File: src/rtl/prio_scan_pkg.sv
// Shared types and elaboration helpers for the chunked first-set-bit isolator.
// The top level derives its chunk count and counter width from these helpers.
package prio_scan_pkg;

  typedef enum logic [1:0] {
    IDLE = 2'd0,
    SCAN = 2'd1,
    DONE = 2'd2
  } state_t;

  localparam int DEF_WIDTH = 32;
  localparam int DEF_CHUNK = 8;

  function automatic int nchunk(input int width, input int chunk);
    return width / chunk;
  endfunction

  // Counter/index widths never collapse to zero bits when there is only one position.
  function automatic int cnt_width(input int n);
    return (n > 1) ? $clog2(n) : 1;
  endfunction

  function automatic bit chunk_ok(input int width, input int chunk);
    return (chunk > 0) && (width >= chunk) && ((width % chunk) == 0);
  endfunction

  localparam int DEF_NCHUNK = nchunk(DEF_WIDTH, DEF_CHUNK);
  localparam int DEF_KW     = cnt_width(DEF_NCHUNK);

endpackage

File: src/rtl/prio_chunk_isolate.sv
// Combinational isolate of one chunk: keeps the lowest (or highest) set bit and
// reports its position within the chunk.
module prio_chunk_isolate
  import prio_scan_pkg::*;
#(
  parameter  int CHUNK = DEF_CHUNK,
  localparam int LIDXW = cnt_width(CHUNK)
) (
  input  logic [CHUNK-1:0] chunk,
  input  logic             msb_first,
  output logic [CHUNK-1:0] onehot,
  output logic [LIDXW-1:0] local_idx,
  output logic             any
);

  // The loop direction decides which set bit is written last and therefore wins.
  always_comb begin
    local_idx = '0;
    onehot    = '0;
    any       = |chunk;
    if (msb_first) begin
      for (int i = 0; i < CHUNK; i++) begin
        if (chunk[i]) local_idx = LIDXW'(i);
      end
    end else begin
      for (int i = CHUNK - 1; i >= 0; i--) begin
        if (chunk[i]) local_idx = LIDXW'(i);
      end
    end
    if (any) onehot[local_idx] = 1'b1;
  end

endmodule

File: src/rtl/prio_scan_isolate.sv
// Sequential first-set-bit isolator: scans a WIDTH-bit vector CHUNK bits per cycle
// from either end and returns the one-hot winner, its index and a found flag.
module prio_scan_isolate
  import prio_scan_pkg::*;
#(
  parameter  int WIDTH = DEF_WIDTH,
  parameter  int CHUNK = DEF_CHUNK,
  localparam int IDXW  = $clog2(WIDTH)
) (
  input  logic             clk,
  input  logic             rst_n,
  input  logic             in_valid,
  output logic             in_ready,
  input  logic [WIDTH-1:0] in_vec,
  input  logic             in_msb_first,
  output logic             out_valid,
  input  logic             out_ready,
  output logic [WIDTH-1:0] out_onehot,
  output logic [IDXW-1:0]  out_index,
  output logic             out_found
);

  localparam int NCHUNK = nchunk(WIDTH, CHUNK);
  localparam int KW     = cnt_width(NCHUNK);
  localparam int LIDXW  = cnt_width(CHUNK);
  localparam logic [KW-1:0] KLAST = KW'(NCHUNK - 1);

  if (!chunk_ok(WIDTH, CHUNK)) begin : g_bad_chunk
    $error("prio_scan_isolate: WIDTH must be a non-zero multiple of CHUNK");
  end

  state_t state, state_nxt;

  logic [WIDTH-1:0] vec_q;
  logic             msb_q;
  logic [KW-1:0]    k_q;
  logic [WIDTH-1:0] onehot_q;
  logic [IDXW-1:0]  index_q;
  logic             found_q;

  logic             accept;
  logic [IDXW-1:0]  base;
  logic [CHUNK-1:0] chunk;
  logic [CHUNK-1:0] ch_onehot;
  logic [LIDXW-1:0] ch_idx;
  logic             ch_any;
  logic [WIDTH-1:0] win_onehot;
  logic [IDXW-1:0]  win_idx;

  assign accept = in_valid & in_ready;

  // MSB mode walks chunks downward from the top, so chunk k starts at WIDTH-(k+1)*CHUNK.
  always_comb begin
    if (msb_q) base = IDXW'(WIDTH - (int'(k_q) + 1) * CHUNK);
    else       base = IDXW'(int'(k_q) * CHUNK);
    chunk      = vec_q[base +: CHUNK];
    win_idx    = base + IDXW'(ch_idx);
    win_onehot = WIDTH'(ch_onehot) << base;
  end

  prio_chunk_isolate #(
    .CHUNK (CHUNK)
  ) u_chunk (
    .chunk     (chunk),
    .msb_first (msb_q),
    .onehot    (ch_onehot),
    .local_idx (ch_idx),
    .any       (ch_any)
  );

  always_ff @(posedge clk or negedge rst_n) begin
    if (!rst_n) state <= IDLE;
    else        state <= state_nxt;
  end

  // A zero vector has no winner to search for, so it bypasses SCAN entirely.
  always_comb begin
    state_nxt = state;
    unique case (state)
      IDLE: if (accept) state_nxt = (in_vec == '0) ? DONE : SCAN;
      SCAN: if (ch_any) state_nxt = DONE;
      DONE: if (out_ready) state_nxt = IDLE;
      default: state_nxt = IDLE;
    endcase
  end

  always_comb begin
    in_ready  = (state == IDLE);
    out_valid = (state == DONE);
  end

  // Results are cleared on acceptance so a zero vector reports found=0 with no extra logic.
  always_ff @(posedge clk or negedge rst_n) begin
    if (!rst_n) begin
      vec_q    <= '0;
      msb_q    <= 1'b0;
      k_q      <= '0;
      onehot_q <= '0;
      index_q  <= '0;
      found_q  <= 1'b0;
    end else if (accept) begin
      vec_q    <= in_vec;
      msb_q    <= in_msb_first;
      k_q      <= '0;
      onehot_q <= '0;
      index_q  <= '0;
      found_q  <= 1'b0;
    end else if (state == SCAN) begin
      if (ch_any) begin
        onehot_q <= win_onehot;
        index_q  <= win_idx;
        found_q  <= 1'b1;
      end else if (k_q != KLAST) begin
        k_q <= k_q + 1'b1;
      end
    end
  end

  assign out_onehot = onehot_q;
  assign out_index  = index_q;
  assign out_found  = found_q;

  // A non-zero captured vector must hit by the last chunk; a miss there means corrupted state.
  a_no_last_miss: assert property (@(posedge clk) disable iff (!rst_n)
    !((state == SCAN) && (k_q == KLAST) && !ch_any));

  a_onehot0: assert property (@(posedge clk) disable iff (!rst_n) $onehot0(onehot_q));

endmodule

File: config.mk
export PLATFORM = sky130hd
export DESIGN_NAME = prio_scan_isolate
export DESIGN_NICKNAME = d
export VERILOG_FILES = /design/src/rtl/prio_scan_pkg.sv /design/src/rtl/prio_chunk_isolate.sv /design/src/rtl/prio_scan_isolate.sv
export SDC_FILE = /design/constraint.sdc
export NUM_CORES = 1
export LEC_CHECK = 0
export ABC_CLOCK_PERIOD_IN_PS = 3430
export BUFFER_PORTS_ARGS = -buffer_cell sky130_fd_sc_hd__buf_2
export CAP_MARGIN = 20
export CORE_MARGIN = 5
export CORE_UTILIZATION = 55
export CTS_CLUSTER_SIZE = 24
export DETAILED_ROUTE_END_ITERATION = 10
export PLACE_DENSITY_LB_ADDON = 0.2
export RECOVER_POWER = 25
export SETUP_SLACK_MARGIN = 0.02
export SLEW_MARGIN = 10
export SYNTH_ARGS = -nofsm -noshare
export SYNTH_HDL_FRONTEND = slang
export SYNTH_SLANG_ARGS = --single-unit
File: constraint.sdc
create_clock -name clk -period 3.43 [get_ports clk]
set_clock_uncertainty 0.2 [all_clocks]
set_input_delay 0.686 -clock clk [delete_from_list [all_inputs] [get_ports clk]]
set_output_delay 0.686 -clock clk [all_outputs]
set_load 0.02 [all_outputs]
Word level (Yosys, flattened, before mapping) --
Cells that the tools add are included.
Storage, ports and cells: register bits after elaboration 75, bits of input ports 37, word-level logic and storage cells 71
Operators by class: $add $sub $neg 4, magnitude comparators 2, eq/ne operators 7, shift operators 2, multiplexer cells 38, bitwise gates (word level) 1, reduce and logical (&&, ||, !) cells 10
Operators with widths (number):
- $mux 32 | 3
- $mux 3 | 13
- $logic_not 32->1 | 1
- $shiftx 32x6->8 | 1
- $shl 8x5->32 | 1
- $mux 2 | 10
- $mux 5 | 4
- $mux 8 | 1
- $reduce_or 8->1 | 1
- $ne 2x2->1 const B | 3
- $pmux 2 s3 | 1
- $reduce_and 3->1 | 2
- $reduce_bool 2->1 | 3
- $add 5x3->5 | 1
- $mux 1 | 5
- $sub 1x5->5 const A | 1
- $add 2x1->2 const B | 2
- $lt 3x4->1 const B | 1
- $ne 2x1->1 const B | 2
- $demux 1 s3 | 1
- $ge 3x1->1 const B | 1
- $eq 2x1->1 const B | 1
- $eq 2x2->1 const B | 1
- $logic_not 2->1 | 1
- 3 further kinds | 3

Depth between registers and ports, before layout --
depth in word-level cells 22, mapped depth 11, gate-level depth less buffers 8

Cells and area by module --
A second synthesis with hierarchy kept.
Unflattened totals: cells, all modules 317, area, all modules 3363.2 sq um
Modules (own cells, without submodules):
- prio_scan_isolate | times used 1, cells each 275, area an instance 3090.5 sq um, seq. area each 1876.8 sq um
- prio_chunk_isolate | times used 1, cells each 42, area an instance 272.8 sq um, seq. area each 0.0 sq um

Least setup slack after synthesis --
No wires, ideal clock.
kind register to register, start point register k_q[0], end point register onehot_q[12], in the netlist out_onehot[12], setup time 0.122 ns, arrival 2.451 ns, required time 3.108 ns, setup slack 0.657 ns, cell stages (with the launch flop) 10, buffers on the path 2, period minus slack after synthesis 2.773 ns, cell sequence dfrtp_1 -> ha_1 -> buf_6 -> xnor2_1 -> mux2i_4 -> mux4_2 -> a31oi_4 -> nor2_2 -> buf_4 -> a32o_1
Between the ends: cells in the longest elaborated chain, start to end 22, elaborated cells between the ends (all ways) 33
Ends and longest elaborated chain:
- start: declaration | line prio_scan_isolate.sv:36 | logic [KW-1:0] k_q;
- start signal: assignment | line prio_scan_isolate.sv:114 | k_q <= k_q + 1'b1;
- $add 2x1->2 | line prio_scan_isolate.sv:54 | if (msb_q) base = IDXW'(WIDTH - (int'(k_q) + 1) * CHUNK);
- $sub 1x5->5 | line prio_scan_isolate.sv:54
- $mux 5 (*) | line prio_scan_isolate.sv:54
- $shiftx 32x6->8 | line prio_scan_isolate.sv:56 | chunk = vec_q[base +: CHUNK];
- $mux 3 (8 in series) | line prio_chunk_isolate.sv:27 | if (chunk[i]) local_idx = LIDXW'(i);
- $mux 3 | line prio_chunk_isolate.sv:21 | if (msb_first) begin
- $lt 3x4->1 (implied by the code) / $ge 3x1->1 (equally long branches) | line prio_chunk_isolate.sv:30 | if (any) onehot[local_idx] = 1'b1;
- $logic_and 1x1->1 (implied by the code) | line prio_chunk_isolate.sv:30
- $mux 1 (implied by the code) | line prio_chunk_isolate.sv:30
- $demux 1 s3
- $mux 8 | line prio_chunk_isolate.sv:30
- $shl 8x5->32 | line prio_scan_isolate.sv:58 | win_onehot = WIDTH'(ch_onehot) << base;
- $mux 32 | line prio_scan_isolate.sv:109 | if (ch_any) begin
- $mux 32 | line prio_scan_isolate.sv:108 | end else if (state == SCAN) begin
- $mux 32 | line prio_scan_isolate.sv:101 | end else if (accept) begin
- end signal: assignment | line prio_scan_isolate.sv:110 | onehot_q <= win_onehot;
- end: declaration | line prio_scan_isolate.sv:37 | logic [WIDTH-1:0] onehot_q;
Mark *: on every way between the ends. The rest lies on a longest branch, timed or not. The select of a mux whose other input is x is not followed. A chain may end at the register's enable or synchronous reset.

Worst setup path after layout --
start point register k_q[0], end point register onehot_q[19], in the netlist out_onehot[19]
The elaborated chain is that of the path after synthesis.

==> results by stage <==
Outcome:
- The run finished, with violations left.
- The final reports fail on max-capacitance violations, max-slew violations.

Logic synthesis:
- Of the total synthesized cell area, the portion taken by XOR and XNOR cells is 0.0155.
- The most used flip-flop cell after synthesis is dfrtp_1.
- After technology mapping, the gate count stands at about 380.
- After synthesis the netlist holds a flip-flop and latch count of 75.
- After synthesis, the largest family of logic cells by area is simple AND/OR/NAND/NOR gates.
- A synthesized cell averages about 11 um^2.
- Of all flip-flops after synthesis, the portion carrying an async set or reset was 1.00.
- Of the total synthesized cell area, the portion taken by AND, OR, NAND and NOR gates is 0.195.
- The share of synthesized area spent on multiplexers is 0.127.
- The synthesized design contains 0 enable-type register cells.
- The fraction of the mapped netlist area in compound gates was 0.136.
- The share of the Yosys chip area taken by registers is 0.474.
- After synthesis, the netlist uses 47 different library cells.
- The area of the mapped netlist is 3960 um^2.
- The number of warnings issued by yosys is 0.
- Of the total synthesized cell area, the portion taken by full adders, half adders and majority gates is 0.00316.
- The net count after synthesis is approximately 410.

Layout:
- Leaving out filler cells and counting taps, the final layout contains 555.
- The post-synthesis to final-layout area growth is 15.7%.
- Fill cells in the final layout number 636.
- The antenna diode count is 0.
- Leaving out fill and tap cells, the most frequent cell in the layout is nand2_1.
- The net count reported at finish is 489.
- After routing the design area is 4580 um^2.
- The top cell types in the final layout, fill and taps aside, are 111 x nand2_1, 75 x buf_2, 75 x dfrtp_1.
- Measured on the finished design, the core utilization comes to 0.642.
- The proportion of layout cells with a drive suffix above 1 is 0.281.

Power and ir drop:
- In this run the power density over the cells is around 360 nW/um^2.
- VDD sags by at most between 200 and 250 uV.
- For this design the static power due to leakage is 2.36 nW.

Drt:
- The routed length per instance is 17.2 um.
- The vias after detailed routing is roughly 3300.
- The residual DRC count is 0.
- The first TritonRoute pass finished after 6 iterations.
- Wires add up to between 9 and 10 mm.
- The count of nets left with antenna violations once routing finished came out at 0.
- The violation count after the first detailed-route iteration is 265.
- The detailed-route vias per instance is 5.93.

Setup path:
- The cell repeated most along the worst path is buf_4.
- The startpoint identified for the worst register-to-register timing path is k_q[0].
- On the worst path, the slowest cell contributes a delay of 0.43 ns.
- Broken down by cell family, the worst path's largest delay share belongs to multiplexers.
- The worst reg-to-reg path cell count is 9.
- The highest net fanout along the worst path is 34.
- The category of the worst setup path launch point is a flip-flop.
- In this run the worst setup path begins at k_q[0].
- STA puts the critical path data required time at between 3 and 4 ns.
- The type of element capturing the critical path is a flip-flop.
- Across all register-to-register paths, the minimum setup slack is 0.35 ns.
- Data arrives at the worst endpoint at just over 3 ns.
- Walking the worst path, the cells encountered are ha_1, buf_4, xnor2_1, mux2i_4, mux4_2, a31oi_4, nor2_2, buf_4, a32o_1.
- Counting both buffers and inverters, the worst setup path holds a total of 2.
- In this run the critical register-to-register path is captured at out_onehot[19].
- The slowest stage of the critical path is the mux4_2 cell.
- The start-to-end type of the worst setup path is reg2reg.

Floorplan:
- The die outline height is ~95 um.
- The die covers 8990 um^2.
- The number of ports placed on the die boundary is 77.
- The floorplan step set the die width to around 95 um.
- The number of rows in the core area is 31.
- The core area is 7140 um^2.
- The starting utilization of the core area is 0.554.

Hold path:
- The depth of the worst hold-timing path is 1.
- In this run the most critical hold path is launched from out_found.
- The worst hold path belongs to the class reg2reg.
- The path with the worst hold slack has its endpoint at out_found.

Placement:
- The worst setup timing slack at the placement stage is about 0.37 ns.
- Routability-driven placement finished with a final weighted congestion of a little under 1.
- After detailed placement, the total cell area comes to 4380 um^2.
- The HPWL after detailed placement is 6.97 mm.
- The count of input and output buffers is 76.
- The total instance count after detailed placement is 539.

Timing:
- The number of pins with negative max-slew slack in the final report is 31.
- The transition time at the pin with the least slew margin is 1.57 ns.
- The worst setup margin is 0.351 ns.
- Adding up every negative setup slack in the final design gives 0 ns.
- The hold violation count in the final report is 0.
- The worst path in the final design needs a cycle of 3.08 ns, including I/O delays and setup.
- Headroom to the max-slew limit came out at -0.0449.
- Of the available clock period, the critical path in the final layout requires 0.898.
- For this run, the top clock speed supported by timing is 0.325 GHz.
- Setup violations remaining at the end of the flow were counted as 0.
- Setup repair after global routing left no endpoint under its margin.

Global routing:
- The total overflow left after global routing is 0.
- The initial antenna violation count was 0.
- Entering global routing, the biggest net connects 47 pins.
- The first global-routing pass estimated 15.2 mm of wire.
- The global-route usage over all layers is 0.219.
- The via count of the first global-routing pass is 3018.

Clock network:
- The number of levels in the clock H-tree is 3.
- The post-CTS resize count is 0.
- The TritonCTS clock tree is yes.
- The worst-skew pair later-pin latency is 0.35 ns.
- CTS saw between 70 and 80 sinks.
- The number of hold buffers added after CTS was 0.
- The deepest clock path buffer count is 2.
- The clock root buffer is clkbuf_8.
- Clock tree synthesis inserted a total of 9 buffers.
- Buffers added to address setup during post-CTS repair amount to 0.
- The clock transition time at the flip-flop clock pins of the worst setup and hold paths is 0.08 ns.

Run:
- The tool flagged a number of max-cap violations equal to 1.
## sequential cells by signal, indices dropped and copies added (netlist names)
signal / flops
vec_q: 32
out_found: 1
state: 2
msb_q: 1
k_q: 2
out_onehot: 32
out_index: 5
## layout make-up
| class | count | area [um^2] | share of cell area |
|---|---|---|---|
| clock buffers | 10 | 128 | 0.0279 |
| clock inverters | 6 | 87.6 | 0.0191 |
| inverters | 4 | 15.0 | 0.00328 |
| multi-input cells | 274 | 1890 | 0.413 |
| flip-flops and latches | 75 | 1880 | 0.410 |
| well taps | 99 | 124 | 0.0270 |
| repair buffers | 87 | 459 | 0.100 |
## power breakdown
| part | switching (W) | internal (W) |
|---|---|---|
| logic | 0.0000290 | 0.0000163 |
| clock network | 0.000323 | 0.000413 |
| registers | 0 | 0.000884 |
| total | 0.000352 | 0.00131 |
## logic make-up after synthesis
family | after synthesis
compound gates | 60
xor+xnor | 4
flops | 75
simple gates | 170
mux | 39
fa+ha+maj | 1
buf+inv | 27
## cell usage after synthesis, types with 4 or more instances
cell type / n / area, um^2
dfrtp_1: 75 / 1880
nand3_1: 4 / 20.0
nor3_1: 4 / 20.0
nor2_1: 17 / 63.8
clkbuf_1: 5 / 18.8
nand2_1: 111 / 417
mux4_2: 8 / 180
mux2i_1: 30 / 300
a32o_1: 32 / 320
nor4_1: 13 / 81.3
nor2b_1: 4 / 25.0
buf_6: 10 / 113
o21ai_0: 9 / 45.0
## routing by layer
layer	track usage	vias up	share of wire
met5	0	-	0
met3	0.0574	22	0.083
met1	0.323	1602	0.44
met4	0.0505	0	0.012
li1	-	1517	-
met2	0.326	151	0.47
## metrics by stage
step	hold slack [ns]	total power (W)
detailed placement	0.261	0.000950
global route	0.296	0.00172
CTS	0.185	0.00168
finish	0.272	0.00166
floorplan	0.190	0.000904
global placement	0.261	0.000949
## worst register-to-register path: stages (launching register included)
cell,delay (ns)
dfrtp_1,0.38
ha_1,0.36
buf_4,0.20
xnor2_1,0.16
mux2i_4,0.30
mux4_2,0.43
a31oi_4,0.40
nor2_2,0.05
buf_4,0.24
a32o_1,0.25
## worst max-delay path by stage
stage	end	cells after the start
after floorplan	out_onehot[12]	9
final	out_onehot[19]	9
after CTS	out_onehot[10]	9
after global routing	out_onehot[10]	2
after detailed placement	out_onehot[17]	9
after global placement	out_onehot[11]	9
(Power assumes the default switching activity.)
